`src/rtl/node_pkg.sv`:
```
// Node-wide shared types: scheduler state encodings, default guard depth, spike codes.
// No logic; imported by every block in the node.
// Purely declarative, so there is no latency or backpressure.
package node_pkg;

  localparam logic [2:0] IDLE   = 3'd0;
  localparam logic [2:0] TIK_HI = 3'd1;
  localparam logic [2:0] GUARD  = 3'd2;
  localparam logic [2:0] WAIT   = 3'd3;
  localparam logic [2:0] DONE   = 3'd4;

  typedef enum logic [2:0] {
    ST_IDLE   = IDLE,
    ST_TIK_HI = TIK_HI,
    ST_GUARD  = GUARD,
    ST_WAIT   = WAIT,
    ST_DONE   = DONE
  } sched_state_t;

  // Covers the cores' 3-flop tik edge detect plus their state register.
  localparam int GUARD_DEF = 4;

  typedef enum logic [1:0] {
    SPK_NONE = 2'd0,
    SPK_EXC  = 2'd1,
    SPK_INH  = 2'd2,
    SPK_RST  = 2'd3
  } spike_code_t;

endpackage

```
`src/rtl/tik_sched.sv`:
```
// Timestep scheduler: issues tik once all cores are idle and the period has elapsed (optional TIK_SCHED_OVERRUN_CNT_EN).
// Latency: first tik rises 1 cycle after run_start; later tiks every eff_period cycles when cores keep up.
// Backpressure: any core_busy outside the guard window holds off the next tik; a late finish pulses overrun.
module tik_sched
  import node_pkg::*;
#(
  parameter int NCORE = 4,
  parameter int TW    = 16,
  parameter int SNW   = 16,
  parameter int HW    = 4,
  parameter int GUARD = GUARD_DEF
) (
  input  logic             clk,
  input  logic             rst_n,
  input  logic             run_start,
  input  logic             run_stop,
  input  logic [TW-1:0]    period,
  input  logic [SNW-1:0]   step_num,
  input  logic [HW-1:0]    tik_high,
  input  logic [NCORE-1:0] core_busy,
  output logic             tik,
  output logic [SNW-1:0]   step_cnt,
  output logic             sched_busy,
  output logic             run_done,
  output logic             overrun
`ifdef TIK_SCHED_OVERRUN_CNT_EN
  ,
  output logic [15:0]      overrun_cnt
`endif
);

  localparam int GW = $clog2(GUARD + 1);
  localparam int DW = (HW > GW) ? HW : GW;

  sched_state_t   state, state_nxt;
  logic [TW-1:0]  cfg_period;
  logic [SNW-1:0] cfg_steps;
  logic [HW-1:0]  cfg_hi;
  logic [HW-1:0]  hi_eff;
  logic [TW-1:0]  min_period;
  logic [TW-1:0]  eff_period;
  logic [TW-1:0]  pcnt;
  logic [DW-1:0]  dcnt;
  logic           stop_pend;
  logic           stop_req;
  logic           start_ok;
  logic           all_idle;
  logic           last_step;
  logic           tik_entry;

  assign hi_eff     = (cfg_hi == '0) ? HW'(1) : cfg_hi;
  assign min_period = TW'(hi_eff) + TW'(GUARD + 1);
  assign eff_period = (cfg_period > min_period) ? cfg_period : min_period;

  assign start_ok  = (state == ST_IDLE) && run_start;
  assign all_idle  = ~|core_busy;
  assign last_step = (cfg_steps != '0) && (step_cnt == cfg_steps);
  // A stop arriving in the deciding cycle must still suppress the next tik.
  assign stop_req  = stop_pend | run_stop;
  assign tik_entry = (state_nxt == ST_TIK_HI) && (state != ST_TIK_HI);

  always_comb begin
    state_nxt = state;
    case (state)
      ST_IDLE:   if (run_start) state_nxt = ST_TIK_HI;
      ST_TIK_HI: if (dcnt == DW'(hi_eff) - DW'(1)) state_nxt = ST_GUARD;
      ST_GUARD:  if (dcnt == DW'(GUARD - 1)) state_nxt = ST_WAIT;
      ST_WAIT: begin
        if (all_idle) begin
          if (stop_req || last_step)            state_nxt = ST_DONE;
          else if (pcnt >= eff_period - TW'(1)) state_nxt = ST_TIK_HI;
        end
      end
      ST_DONE:   state_nxt = ST_IDLE;
      default:   state_nxt = ST_IDLE;
    endcase
  end

  always_ff @(posedge clk) begin
    if (!rst_n) begin
      state      <= ST_IDLE;
      tik        <= 1'b0;
      pcnt       <= '0;
      dcnt       <= '0;
      step_cnt   <= '0;
      stop_pend  <= 1'b0;
      cfg_period <= '0;
      cfg_steps  <= '0;
      cfg_hi     <= '0;
    end else begin
      state <= state_nxt;
      tik   <= (state_nxt == ST_TIK_HI);
      dcnt  <= (state_nxt != state) ? '0 : dcnt + DW'(1);

      if (tik_entry)
        pcnt <= '0;
      else if ((state != ST_IDLE) && (pcnt != '1))
        pcnt <= pcnt + TW'(1);

      if (tik_entry)
        step_cnt <= (state == ST_IDLE) ? SNW'(1) : step_cnt + SNW'(1);

      if (state == ST_DONE)
        stop_pend <= 1'b0;
      else if (run_stop && (state != ST_IDLE))
        stop_pend <= 1'b1;

      if (start_ok) begin
        cfg_period <= period;
        cfg_steps  <= step_num;
        cfg_hi     <= tik_high;
      end
    end
  end

  assign sched_busy = (state != ST_IDLE);
  assign run_done   = (state == ST_DONE);
  // Saturated pcnt can never equal eff_period-1, so at most one pulse per step.
  assign overrun    = (state != ST_IDLE) && (pcnt == eff_period - TW'(1)) &&
                      !((state == ST_WAIT) && all_idle);

`ifdef TIK_SCHED_OVERRUN_CNT_EN
  always_ff @(posedge clk) begin
    if (!rst_n)
      overrun_cnt <= '0;
    else if (start_ok)
      overrun_cnt <= '0;
    else if (overrun && (overrun_cnt != 16'hFFFF))
      overrun_cnt <= overrun_cnt + 16'd1;
  end
`endif

endmodule

```
`config.mk`:
```
export PLATFORM = sky130hd
export DESIGN_NAME = tik_sched
export DESIGN_NICKNAME = d
export VERILOG_FILES = /design/src/rtl/node_pkg.sv /design/src/rtl/tik_sched.sv
export SDC_FILE = /design/constraint.sdc
export NUM_CORES = 1
export LEC_CHECK = 0
export CAP_MARGIN = 20
export CORE_MARGIN = 2
export CORE_UTILIZATION = 27
export CTS_CLUSTER_SIZE = 12
export DETAILED_ROUTE_END_ITERATION = 8
export HOLD_SLACK_MARGIN = 0.02
export PLACE_DENSITY = 0.54
export REMOVE_ABC_BUFFERS = 1
export SLEW_MARGIN = 30
export SYNTH_ARGS = -nofsm -noshare
export SYNTH_HDL_FRONTEND = slang
export SYNTH_SLANG_ARGS = --single-unit
```
`constraint.sdc`:
```
create_clock -name clk -period 7.5 [get_ports clk]
set_clock_uncertainty 0.2 [all_clocks]
set_input_delay 1.5 -clock clk [delete_from_list [all_inputs] [get_ports clk]]
set_output_delay 1.5 -clock clk [all_outputs]
set_load 0.05 [all_outputs]
```
==> flow_metrics.py <==
metrics = {
    "logic_synthesis": {
        "synth-seq-cells": 77,
        "yosys_warnings": 0,
        "synthDominantAreaCellType": "dfxtp_1",
        "netlist_top_cells_area": "dfxtp_1, nand2_1, ha_1",
        "synth_ff_type": "dfxtp_1",
        "synth_seq_area_share": 0.336,
        "netlist_area_pre_place_um2": 4580,
        "yosysTopAreaCellShare": 0.336,
        "synthesis.instances": 582,
        "async_flop_share": 0,
        "synthDistinctLibCells": 56,
        "syn-mean-instance-area_um2": 7.87,
        "synth-edff-count": 0,
    },
    "finish": {
        "diodes": 0,
        "postLayoutCoreUtil": 0.348,
        "syn_to_final_growth_pct": 25.9,
        "layout.cells.most_common": "nand2_1",
        "n_fill_cell": 1753,
        "final_cell_mix": "nand2_1, dfxtp_1, clkdlybuf4s50_1",
        "finish.net_count": 709,
        "drive_above_1_share": 0.0714,
    },
    "sta": {
        "grt_setup_unrepaired": "false",
        "worst_slew_pin_slew_ps": 790,
        "setup_viol": 0,
        "final_hold_viols": 0,
        "max_slew_margin": 0.468,
        "fmax_mhz": 142,
        "fin_crit_ps": 7030,
        "final_sum_of_negative_setup_slack_ps": 0,
        "min_period_over_period": 0.938,
        "final-max-slew-violation-count": 0,
        "final.setup.worst_slack_ps": 468,
    },
    "routing": {
        "drc": 0,
        "dr_wl_met3_um": 359,
        "detail_route.vias_per_cell": 4.93,
        "routed-wl-met2_um": 5720,
        "route.vias.total": 4257,
        "m1WireLength_um": 6060,
        "final_antenna_net_count": 0,
        "routed_wl_um": 12200,
        "wirelength_per_cell_um": 14.1,
        "initialDrtViolationCount": 393,
        "drt-pass1-iter-count": 4,
        "top_layer_used": "met4",
    },
    "floorplan": {
        "die_h_um": 134,
        "num_rows": 47,
        "fp.dieW_um": 134,
        "initial_core_util": 0.276,
        "fp.dieArea_um2": 18000,
        "core_um2": 16600,
        "io_pins": 64,
    },
    "placement": {
        "io_buffers": 63,
        "dp_slack_ps": 535,
        "place_congestion": 0.851,
        "detailedPlacementHpwl_um": 9170,
    },
    "critical_path": {
        "critPathArrivalTime_ps": 5330,
        "cp-end-kind": "output pin",
        "setup.worst_path.start_class": "register",
        "required_ps": 5800,
        "critical_path.slowest_cell": "a2111o_1",
        "critical_path.max_fanout": 9,
        "worst-setup-path-type": "register to output pin",
        "critical_path.cell_chain": "nor3_1, nor2_2, ha_1, inv_1, ha_1, nor2b_1, o21a_1, o21a_1, o21a_1, o32ai_1, buf_4, a21oi_1, a21oi_1, ha_2, nand2_2, a2111o_1, xor2_1, ha_1, and4_1, nand3_1, a2111oi_2, buf_4, buf_12",
        "buffer_and_inverter_count_on_the_worst_path": 4,
        "crit_path_max_incr_delay_ps": 410,
        "cp_top_family": "compound AO/OA/AOI/OAI gates",
    },
    "power_and_ir_drop": {
        "design_power_total_mw": 1.40,
        "p_per_area_nw_per_um2": 243,
        "power.leakage_nw": 2.10,
        "max-vdd-ir-drop_v": 0.000102,
    },
    "min_path": {
        "timing.hold.worst.class": "register to register",
    },
    "status": {
        "outcome": "finished, final reports clean",
    },
    "global_routing": {
        "global_route.usage.total": 0.142,
        "via_count_of_the_first_global_routing_pass": 4112,
        "gr-total-overflow": 0,
        "grt_first_pass_wirelength_um": 20500,
        "maximum_number_of_pins_on_one_net_before_global_route_repair": 42,
        "antenna_violations_before_repair": 0,
    },
    "clock_network": {
        "clockRootBuffer": "clkbuf_16",
        "path_clk_slew_ps": 60,
        "htreeDepth": 3,
        "clock_sink_count": 77,
        "tritoncts": "done",
        "cts_made_buffers": 9,
        "cts_hold_buffers": 0,
        "clock_path_buffers": 2,
        "clk_latency_ps": 350,
    },
    "flow_run": {
        "cap_viol_max_count": 0,
    },
}
[final cells by class]
| cell class | instances | area (µm²) | area share |
|---|---|---|---|
| Clock inverter | 6 | 48.8 | 0.00846 |
| Clock buffer | 10 | 239 | 0.0414 |
| Sequential cell | 77 | 1550 | 0.268 |
| Tap cell | 220 | 275 | 0.0477 |
| Inverter | 16 | 60.1 | 0.0104 |
| Timing Repair Buffer | 74 | 723 | 0.125 |
| Multi-Input combinational cell | 461 | 2880 | 0.499 |
[logic make-up (layout without fill, tap and decap cells)]
family	Yosys count	count (layout)	synth area share
AND/OR/NAND/NOR	248	248	0.265
AO/OA/AOI/OAI	127	127	0.172
flip-flops	77	77	0.336
XOR/XNOR	52	52	0.0994
buffers and inverters	44	106	0.0388
adder cells (fa/ha/maj)	26	26	0.0710
multiplexers	8	8	0.0175
[worst paths after layout]
kind,startpoint,to,slack [ps],depth (start not counted)
min,cfg_steps[10]$_SDFFE_PN0P_,cfg_steps[10]$_SDFFE_PN0P_,280,2
max reg2reg,cfg_hi[3]$_SDFFE_PN0P_,step_cnt[4]$_SDFFE_PN0P_,1200,26
min reg2reg,cfg_steps[10]$_SDFFE_PN0P_,cfg_steps[10]$_SDFFE_PN0P_,280,2
max,cfg_hi[3]$_SDFFE_PN0P_,overrun,470,23
[worst register-to-register path: stages, from the launching register on]
cell and delay [ps]:
dfxtp_2 370, nor3_1 250, nor2_2 80, ha_1 350, inv_1 80, ha_1 280, nor2b_1 130, o21a_1 160
o21a_1 160, o21a_1 170, o32ai_1 260, buf_4 190, a21oi_1 60, a21oi_1 210, ha_2 290, nand2_2 120
a2111o_1 410, xor2_1 170, ha_1 280, and4_1 230, nand3_1 130, o21bai_1 200, a31oi_1 420, a21boi_1 160
buf_4 220, or4_1 510, a21oi_1 150
[sequential cells by signal (all words and copies together) (netlist names)]
| signal | count |
|---|---|
| dcnt | 4 |
| cfg_hi | 4 |
| tik | 1 |
| step_cnt | 16 |
| cfg_period | 16 |
| pcnt | 16 |
| stop_pend | 1 |
| state | 3 |
| cfg_steps | 16 |
[metal layers]
metal	GRT usage	up-vias
li1	-	2188
met1	0.190	1996
met2	0.229	69
met3	0.0329	4
met4	0.0374	0
met5	0	-
[where the power goes]
group | internal [mW] | switching (mW) | total, mW | leakage, nW
Sequential | 0.443 | 0.0443 | 0.487 | 0.628
Clock | 0.234 | 0.179 | 0.413 | 0.131
Combinational | 0.207 | 0.294 | 0.501 | 1.34
[synthesized netlist by cell type (all sizes together), types with 2 or more instances]
cell and count:
a31oi 5, ha 26, a21oi 59, nand2 99, nor2b 2, a21boi 2, xor2 31, buf 9
o21ai 20, a22oi 2, or3 9, xnor2 21, o41ai 4, nor4 15, inv 16, and4 4
o2111ai 3, mux2i 8, nand2b 9, a311oi 2, clkbuf 19, nand3 17, or4 4, o21a 5
nand4 13, o31ai 5, dfxtp 77, nand3b 2, and2 6, o211ai 8, and3 7, o22ai 2
nor2 37, nor3b 2, nor3 19
[metrics by stage]
stage / hold slack, ps / instance area, µm² / cells
3_5_place_dp: 279 / 5460 / 848
5_1_grt: 311 / 5770 / 864
3_3_place_gp: 277 / 5460 / 848
2_1_floorplan: 256 / 4460 / 554
4_1_cts: 288 / 5750 / 864
6_report: 283 / 5770 / 864
[repair_timing]
action	in CTS	in global routing
gates resized for setup	0	9
buffers inserted	0	0
endpoints found under the setup margin	0	1
Note: power is estimated with default switching activity, not from simulation.
